[src/rtl/cu_pipe_pkg.sv]
// Shared definitions for the control-word bubble pipeline.
// Holds the FSM state encoding and the bit value a bubble is built from.
package cu_pipe_pkg;

    // RUN: stage 0 accepts ctrl_in. INJECT: stage 0 receives bubbles.
    typedef enum logic {
        RUN    = 1'b0,
        INJECT = 1'b1
    } cu_state_t;

    // A bubble is an all-zero control word with its valid bit clear.
    // Every bit of a bubble stage register takes this value.
    localparam logic BUBBLE_BIT = 1'b0;

endpackage

[src/rtl/cu_pipe_stage.sv]
// One control pipeline stage: a {valid, control word} register.
// Async reset and the synchronous clear both leave a bubble; clear wins over load.
module cu_pipe_stage
    import cu_pipe_pkg::*;
#(
    parameter int W = 25
) (
    input  logic         clk,
    input  logic         reset,
    input  logic         clr_i,
    input  logic         ld_i,
    input  logic [W-1:0] d_i,
    output logic [W-1:0] q_o
);

    logic [W-1:0] data_q;

    // Stage register: reset or clear inserts a bubble, otherwise load the predecessor.
    always_ff @(posedge clk or posedge reset) begin
        if (reset) begin
            data_q <= {W{BUBBLE_BIT}};
        end else if (clr_i) begin
            data_q <= {W{BUBBLE_BIT}};
        end else if (ld_i) begin
            data_q <= d_i;
        end
    end

    assign q_o = data_q;

endmodule

[src/rtl/cu_bubble_pipe.sv]
// Control-word pipeline with stall, multi-cycle bubble runs and branch flush.
// Stage 0 is the youngest; stage k holds ctrl_in from k+1 edges ago.
// Optional build macro CU_BUBBLE_STATS_EN adds a saturating bubble counter port.
module cu_bubble_pipe
    import cu_pipe_pkg::*;
#(
    parameter int CW      = 24,
    parameter int DEPTH   = 3,
    parameter int FLUSH_N = 2,
    parameter int BL_W    = 3
) (
    input  logic                  clk,
    input  logic                  reset,
    input  logic [CW-1:0]         ctrl_in,
    input  logic                  valid_in,
    input  logic                  stall,
    input  logic                  bubble_req,
    input  logic [BL_W-1:0]       bubble_len,
    input  logic                  flush,
    output logic [DEPTH*CW-1:0]   ctrl_out,
    output logic [DEPTH-1:0]      valid_out,
    output logic                  in_ready,
    output logic                  busy
`ifdef CU_BUBBLE_STATS_EN
    ,
    output logic [15:0]           bubble_cnt
`endif
);

    cu_state_t             state_q;
    logic [BL_W-1:0]       cnt_q;
    logic                  in_run;
    logic                  bub_req_ok;
    logic [DEPTH-1:0]      stage_clr;
    logic [DEPTH-1:0][CW:0] stage_d;
    logic [DEPTH-1:0][CW:0] stage_q;

    assign in_run     = (state_q == RUN);
    // A zero-length request is treated as no request; requests are ignored in INJECT.
    assign bub_req_ok = in_run && bubble_req && (bubble_len != '0);
    // Stage 0 only takes ctrl_in when no hazard or bubble source claims it.
    assign in_ready   = in_run && !flush && !stall && !bub_req_ok;
    assign busy       = (state_q == INJECT);

    // Bubble-run FSM: flush aborts any run; a run of L inserts L bubbles in total.
    always_ff @(posedge clk or posedge reset) begin
        if (reset) begin
            state_q <= RUN;
            cnt_q   <= '0;
        end else if (flush) begin
            state_q <= RUN;
            cnt_q   <= '0;
        end else begin
            case (state_q)
                RUN: begin
                    // The request edge itself inserts the first bubble, so L-1 remain.
                    if (bub_req_ok && (bubble_len > BL_W'(1))) begin
                        state_q <= INJECT;
                        cnt_q   <= bubble_len - BL_W'(1);
                    end
                end
                INJECT: begin
                    if (cnt_q == BL_W'(1)) begin
                        state_q <= RUN;
                        cnt_q   <= '0;
                    end else begin
                        cnt_q <= cnt_q - BL_W'(1);
                    end
                end
                default: begin
                    state_q <= RUN;
                    cnt_q   <= '0;
                end
            endcase
        end
    end

    // Stage 0 is bubbled by every non-load cause (flush, run, stall, INJECT);
    // older stages shift unconditionally and only the FLUSH_N youngest see flush.
    always_comb begin
        stage_clr    = '0;
        stage_d      = '0;
        stage_clr[0] = !in_ready;
        stage_d[0]   = {valid_in, ctrl_in};
        for (int k = 1; k < DEPTH; k++) begin
            stage_clr[k] = flush && (k < FLUSH_N);
            stage_d[k]   = stage_q[k-1];
        end
    end

    for (genvar k = 0; k < DEPTH; k++) begin : g_stage
        cu_pipe_stage #(
            .W (CW + 1)
        ) u_stage (
            .clk   (clk),
            .reset (reset),
            .clr_i (stage_clr[k]),
            .ld_i  (1'b1),
            .d_i   (stage_d[k]),
            .q_o   (stage_q[k])
        );

        assign ctrl_out[k*CW +: CW] = stage_q[k][CW-1:0];
        assign valid_out[k]         = stage_q[k][CW];
    end

`ifdef CU_BUBBLE_STATS_EN
    logic [15:0] bubble_cnt_q;

    // Count every edge that puts a bubble into stage 0, saturating at all-ones.
    always_ff @(posedge clk or posedge reset) begin
        if (reset) begin
            bubble_cnt_q <= '0;
        end else if (!in_ready && (bubble_cnt_q != 16'hFFFF)) begin
            bubble_cnt_q <= bubble_cnt_q + 16'd1;
        end
    end

    assign bubble_cnt = bubble_cnt_q;
`endif

endmodule

[config.mk]
export PLATFORM = sky130hd
export DESIGN_NAME = cu_bubble_pipe
export DESIGN_NICKNAME = d
export VERILOG_FILES = /design/src/rtl/cu_pipe_pkg.sv /design/src/rtl/cu_pipe_stage.sv /design/src/rtl/cu_bubble_pipe.sv
export SDC_FILE = /design/constraint.sdc
export NUM_CORES = 1
export LEC_CHECK = 0
export BUFFER_PORTS_ARGS = -buffer_cell sky130_fd_sc_hd__clkbuf_2
export CORE_AREA = 2 2 67 94
export CTS_CLUSTER_DIAMETER = 150
export DETAILED_ROUTE_END_ITERATION = 8
export DIE_AREA = 0 0 69 96
export HOLD_SLACK_MARGIN = 0.1
export PLACE_DENSITY = 0.81
export SETUP_SLACK_MARGIN = 0.2
export SLEW_MARGIN = 10
export SYNTH_ARGS = -nofsm -noshare
export SYNTH_HDL_FRONTEND = slang
export SYNTH_SLANG_ARGS = --single-unit
[constraint.sdc]
create_clock -name clk -period 3.3 [get_ports clk]
set_clock_uncertainty 0.15 [all_clocks]
set_input_delay 0.165 -clock clk [delete_from_list [all_inputs] [get_ports clk]]
set_output_delay 0.165 -clock clk [all_outputs]
set_load 0.02 [all_outputs]
==> flow_results.xml <==
<?xml version="1.0" encoding="UTF-8"?>
<metrics>
  <group name="die">
    <metric name="std_cell_rows" unit="">33</metric>
    <metric name="floorplan.die.width" unit="um">69</metric>
    <metric name="floorplan.initialDensity" unit="">0.454</metric>
    <metric name="fp.dieArea" unit="sq um">6620</metric>
    <metric name="top_level_ports" unit="">110</metric>
    <metric name="die-height" unit="um">96</metric>
    <metric name="core_area" unit="sq um">5780</metric>
  </group>
  <group name="final_layout">
    <metric name="final_nets" unit="">356</metric>
    <metric name="post-route-cell-area" unit="sq um">3730</metric>
    <metric name="diodes" unit="">0</metric>
    <metric name="fillCellCount" unit="">441</metric>
    <metric name="proportion_of_layout_cells_with_a_drive_suffix_above_1" unit="">0.458</metric>
    <metric name="most-common-layout-cells" unit="">clkbuf_2, dfrtp_1, dlygate4sd3_1</metric>
    <metric name="layout_commonest_cell" unit="">clkbuf_2</metric>
    <metric name="p_r_area_growth_vs_syn" unit="%">42.3</metric>
  </group>
  <group name="clock_tree">
    <metric name="clock_latency" unit="ps">340</metric>
    <metric name="cts_tree" unit="">built</metric>
    <metric name="clock_path_buffers" unit="">2</metric>
    <metric name="tritoncts_num_sinks" unit="">79</metric>
    <metric name="cts-buffers-inserted" unit="">9</metric>
    <metric name="ctsRootBufferMaster" unit="">clkbuf_8</metric>
    <metric name="cts.clk_slew.worst_paths" unit="ps">80</metric>
    <metric name="htree_num_levels" unit="">3</metric>
  </group>
  <group name="global_routing">
    <metric name="grt_max_degree" unit="">55</metric>
    <metric name="first_global_vias" unit="">1787</metric>
    <metric name="grt_antenna_before_repair" unit="">0</metric>
    <metric name="global_route.usage.total" unit="">0.174</metric>
    <metric name="grt_overflow" unit="">0</metric>
    <metric name="global_route_wire_length_before_repair" unit="mm">8.63</metric>
  </group>
  <group name="synth">
    <metric name="avgSynthCellArea" unit="sq um">15.3</metric>
    <metric name="yosysWarningCount" unit="">0</metric>
    <metric name="synthSimpleGateAreaFrac" unit="">0.154</metric>
    <metric name="yosys.area.top_type" unit="">dfrtp_1</metric>
    <metric name="synth.ff_latch_count" unit="">79</metric>
    <metric name="syn-cell-area" unit="sq um">2620</metric>
    <metric name="synth_sequential_area_ratio" unit="">0.753</metric>
    <metric name="muxShareOfSynthArea" unit="">0.00381</metric>
    <metric name="yosysTopAreaCellShare" unit="">0.753</metric>
    <metric name="synthTopCellsByArea" unit="">dfrtp_1, nor2b_1, and2_2, and2_1, ha_1</metric>
    <metric name="mappedNetlistNets" unit="">210</metric>
    <metric name="synth.lib_cells_used.distinct" unit="">26</metric>
    <metric name="synth-compound-area-share" unit="">0.0415</metric>
    <metric name="post_synth_xor_area_fraction" unit="">0</metric>
    <metric name="synth-adder-area-share" unit="">0.0238</metric>
    <metric name="synth_cells" unit="">172</metric>
    <metric name="combinational_family_with_the_most_area_after_synthesis" unit="">simple AND/OR/NAND/NOR gates</metric>
  </group>
  <group name="timing">
    <metric name="tightest_slew_margin_relative_to_the_limit" unit="">0.418</metric>
    <metric name="min_period_over_period" unit="">0.655</metric>
    <metric name="timing_worst_slew_pin_value" unit="ps">872</metric>
    <metric name="report.final.slew_viol_count" unit="">0</metric>
    <metric name="finalSetupViolations" unit="">0</metric>
    <metric name="fmax" unit="MHz">462</metric>
    <metric name="rsz0062_at_grt" unit="">no</metric>
    <metric name="period_minus_slack" unit="ps">2160</metric>
    <metric name="setup-tns-final" unit="ps">0</metric>
    <metric name="finalWorstSetupSlack" unit="ps">1140</metric>
    <metric name="report.final.hold_viol_count" unit="">0</metric>
  </group>
  <group name="critical_path">
    <metric name="r2r_cells" unit="">6</metric>
    <metric name="critical_path_peak_fanout" unit="">26</metric>
    <metric name="worstPathCellList" unit="">dlygate4sd3_1 -&gt; clkbuf_2 -&gt; inv_1 -&gt; ha_1 -&gt; a21boi_2 -&gt; nor4_4 -&gt; buf_4 -&gt; clkbuf_2</metric>
    <metric name="timing.critical_path.required" unit="ps">2980</metric>
    <metric name="rrSetupSlack" unit="ps">1750</metric>
    <metric name="r2r-end" unit="">cnt_q[1]</metric>
    <metric name="criticalPathCategory" unit="">input port to output pin</metric>
    <metric name="cp_capture_type" unit="">output pin</metric>
    <metric name="startpoint" unit="">bubble_len[0]</metric>
    <metric name="timing.critical_path.slowest_stage_cell" unit="">dlygate4sd3_1</metric>
    <metric name="critical_path_arrival" unit="ps">1850</metric>
    <metric name="critical-path-top-cell-by-count" unit="">clkbuf_2</metric>
    <metric name="crit_path_max_incr_delay" unit="ps">530</metric>
    <metric name="r2r-start" unit="">cnt_q[0]</metric>
    <metric name="timing.critical_path.from_type" unit="">input port</metric>
  </group>
  <group name="routing">
    <metric name="post_route_drc_violation_count" unit="">0</metric>
    <metric name="wl_per_cell" unit="um">13.8</metric>
    <metric name="via_count" unit="">1774</metric>
    <metric name="drt_first_pass_iters" unit="">5</metric>
    <metric name="finalWirelength" unit="mm">5.42</metric>
    <metric name="antenna_violating_nets_post_route" unit="">0</metric>
    <metric name="dr_iter_0_viols" unit="">123</metric>
    <metric name="viasPerCell" unit="">4.51</metric>
  </group>
  <group name="power_and_ir_drop">
    <metric name="leakage" unit="nW">2.08</metric>
    <metric name="pwr-share-clk" unit="">0.377</metric>
    <metric name="net-switching-power" unit="uW">458</metric>
    <metric name="power_frac_seq" unit="">0.530</metric>
    <metric name="share_comb_of_total_power" unit="">0.093</metric>
    <metric name="power.share.switching" unit="">0.241</metric>
    <metric name="pwr_density" unit="nW/um^2">509</metric>
    <metric name="vdd_drop_max" unit="V">0.000247</metric>
    <metric name="power_report.internal_total" unit="mW">1.44</metric>
  </group>
  <group name="place">
    <metric name="post_dp_cell_area" unit="sq um">3240</metric>
    <metric name="detailed_place_hpwl" unit="mm">3.67</metric>
    <metric name="preCtsSetupSlack" unit="ps">1600</metric>
    <metric name="port-buffer-count" unit="">109</metric>
    <metric name="routabilityCongestion" unit="">0.773</metric>
  </group>
  <group name="hold_path">
    <metric name="hold_path_depth" unit="">4</metric>
    <metric name="holdCritPathClass" unit="">input port to flop</metric>
    <metric name="whs_endpoint" unit="">g_stage[0].u_stage.q_o[12]</metric>
    <metric name="hold_path_startpoint" unit="">stall</metric>
  </group>
  <group name="flow_run">
    <metric name="max-cap-violations" unit="">0</metric>
  </group>
  <group name="run_status">
    <metric name="status" unit="">finished, final reports clean</metric>
  </group>
</metrics>
==> metrics by stage <==
stage,power [mW],util,hold WS [ps],instances
detailed placement,1.18,0.560,200,348
CTS,1.92,0.646,202,393
finish,1.90,0.646,213,393
global route,1.99,0.646,216,393
global placement,1.17,0.560,182,348
floorplan,1.12,-,144,172
==> final cells by class <==
type,instances,area (sq um),area share
Multi-Input combinational cell,81,586,0.157
Clock inverter,6,67.6,0.0181
Timing Repair Buffer,140,851,0.228
Sequential cell,79,1980,0.529
Clock buffer,10,138,0.0369
Tap cell,70,87.6,0.0235
Inverter,7,27.5,0.00737
==> power by group through the flow <==
stage | Clock, mW | Combinational, mW | Sequential (mW)
6_report | 0.717 | 0.177 | 1.01
5_1_grt | 0.782 | 0.196 | 1.01
4_1_cts | 0.737 | 0.178 | 1.01
3_5_place_dp | 0 | 0.151 | 1.03
3_3_place_gp | 0 | 0.147 | 1.02
2_1_floorplan | 0 | 0.0679 | 1.05
==> registers in the layout, indices dropped and copies added, names as in the netlist <==
register / count
g_stage.u_stage.q_o: 75
busy: 1
cnt_q: 3
==> Yosys cell counts <==
cell type	instances
nor4_4	1
ha_1	5
and2_2	15
nor2b_1	24
clkbuf_1	2
nand2b_1	1
clkbuf_2	1
buf_6	2
o311a_1	1
and2b_1	2
mux2i_1	1
o311ai_0	1
a21boi_2	1
inv_1	6
a21o_2	2
a41oi_1	1
and2_1	10
nor3_1	3
dfrtp_1	79
o2111ai_1	1
a311oi_1	2
o21ai_0	4
nand4_1	1
nor2_1	4
inv_2	1
o22ai_1	1
==> what timing repair did <==
item | in CTS | in global routing
hold buffers | 29 | 0
buffers inserted | 0 | 0
gates resized for setup | 0 | 0
endpoints found under the hold margin | 82 | 0
==> worst max-delay path by stage <==
| stage | depth (start not counted) | endpoint |
|---|---|---|
| finish | 8 | in_ready |
| global route | 8 | in_ready |
| CTS | 8 | in_ready |
| detailed placement | 4 | in_ready |
| global placement | 4 | in_ready |
| floorplan | 1 | busy |
==> worst max-delay path: cells and delay by family <==
kind            cells  cell delay [ps]
simple gates        1              120
fa+ha+maj           1              250
compound gates      1               90
buf+inv             5             1210
==> cell families (layout without fill, tap and decap cells) <==
logic type      Yosys count  count (layout)
buf+inv                  12             163
compound gates           14              14
simple gates             61              61
fa+ha+maj                 5               5
flops                    79              79
mux                       1               1
==> routing by layer <==
metal | part of all wire | up-vias | GRT usage
met5 | 0 | - | 0
li1 | - | 840 | -
met3 | 0.046 | 11 | 0.0545
met1 | 0.37 | 856 | 0.195
met2 | 0.56 | 67 | 0.299
met4 | 0.026 | 0 | 0.0964
(Power assumes the default switching activity.)
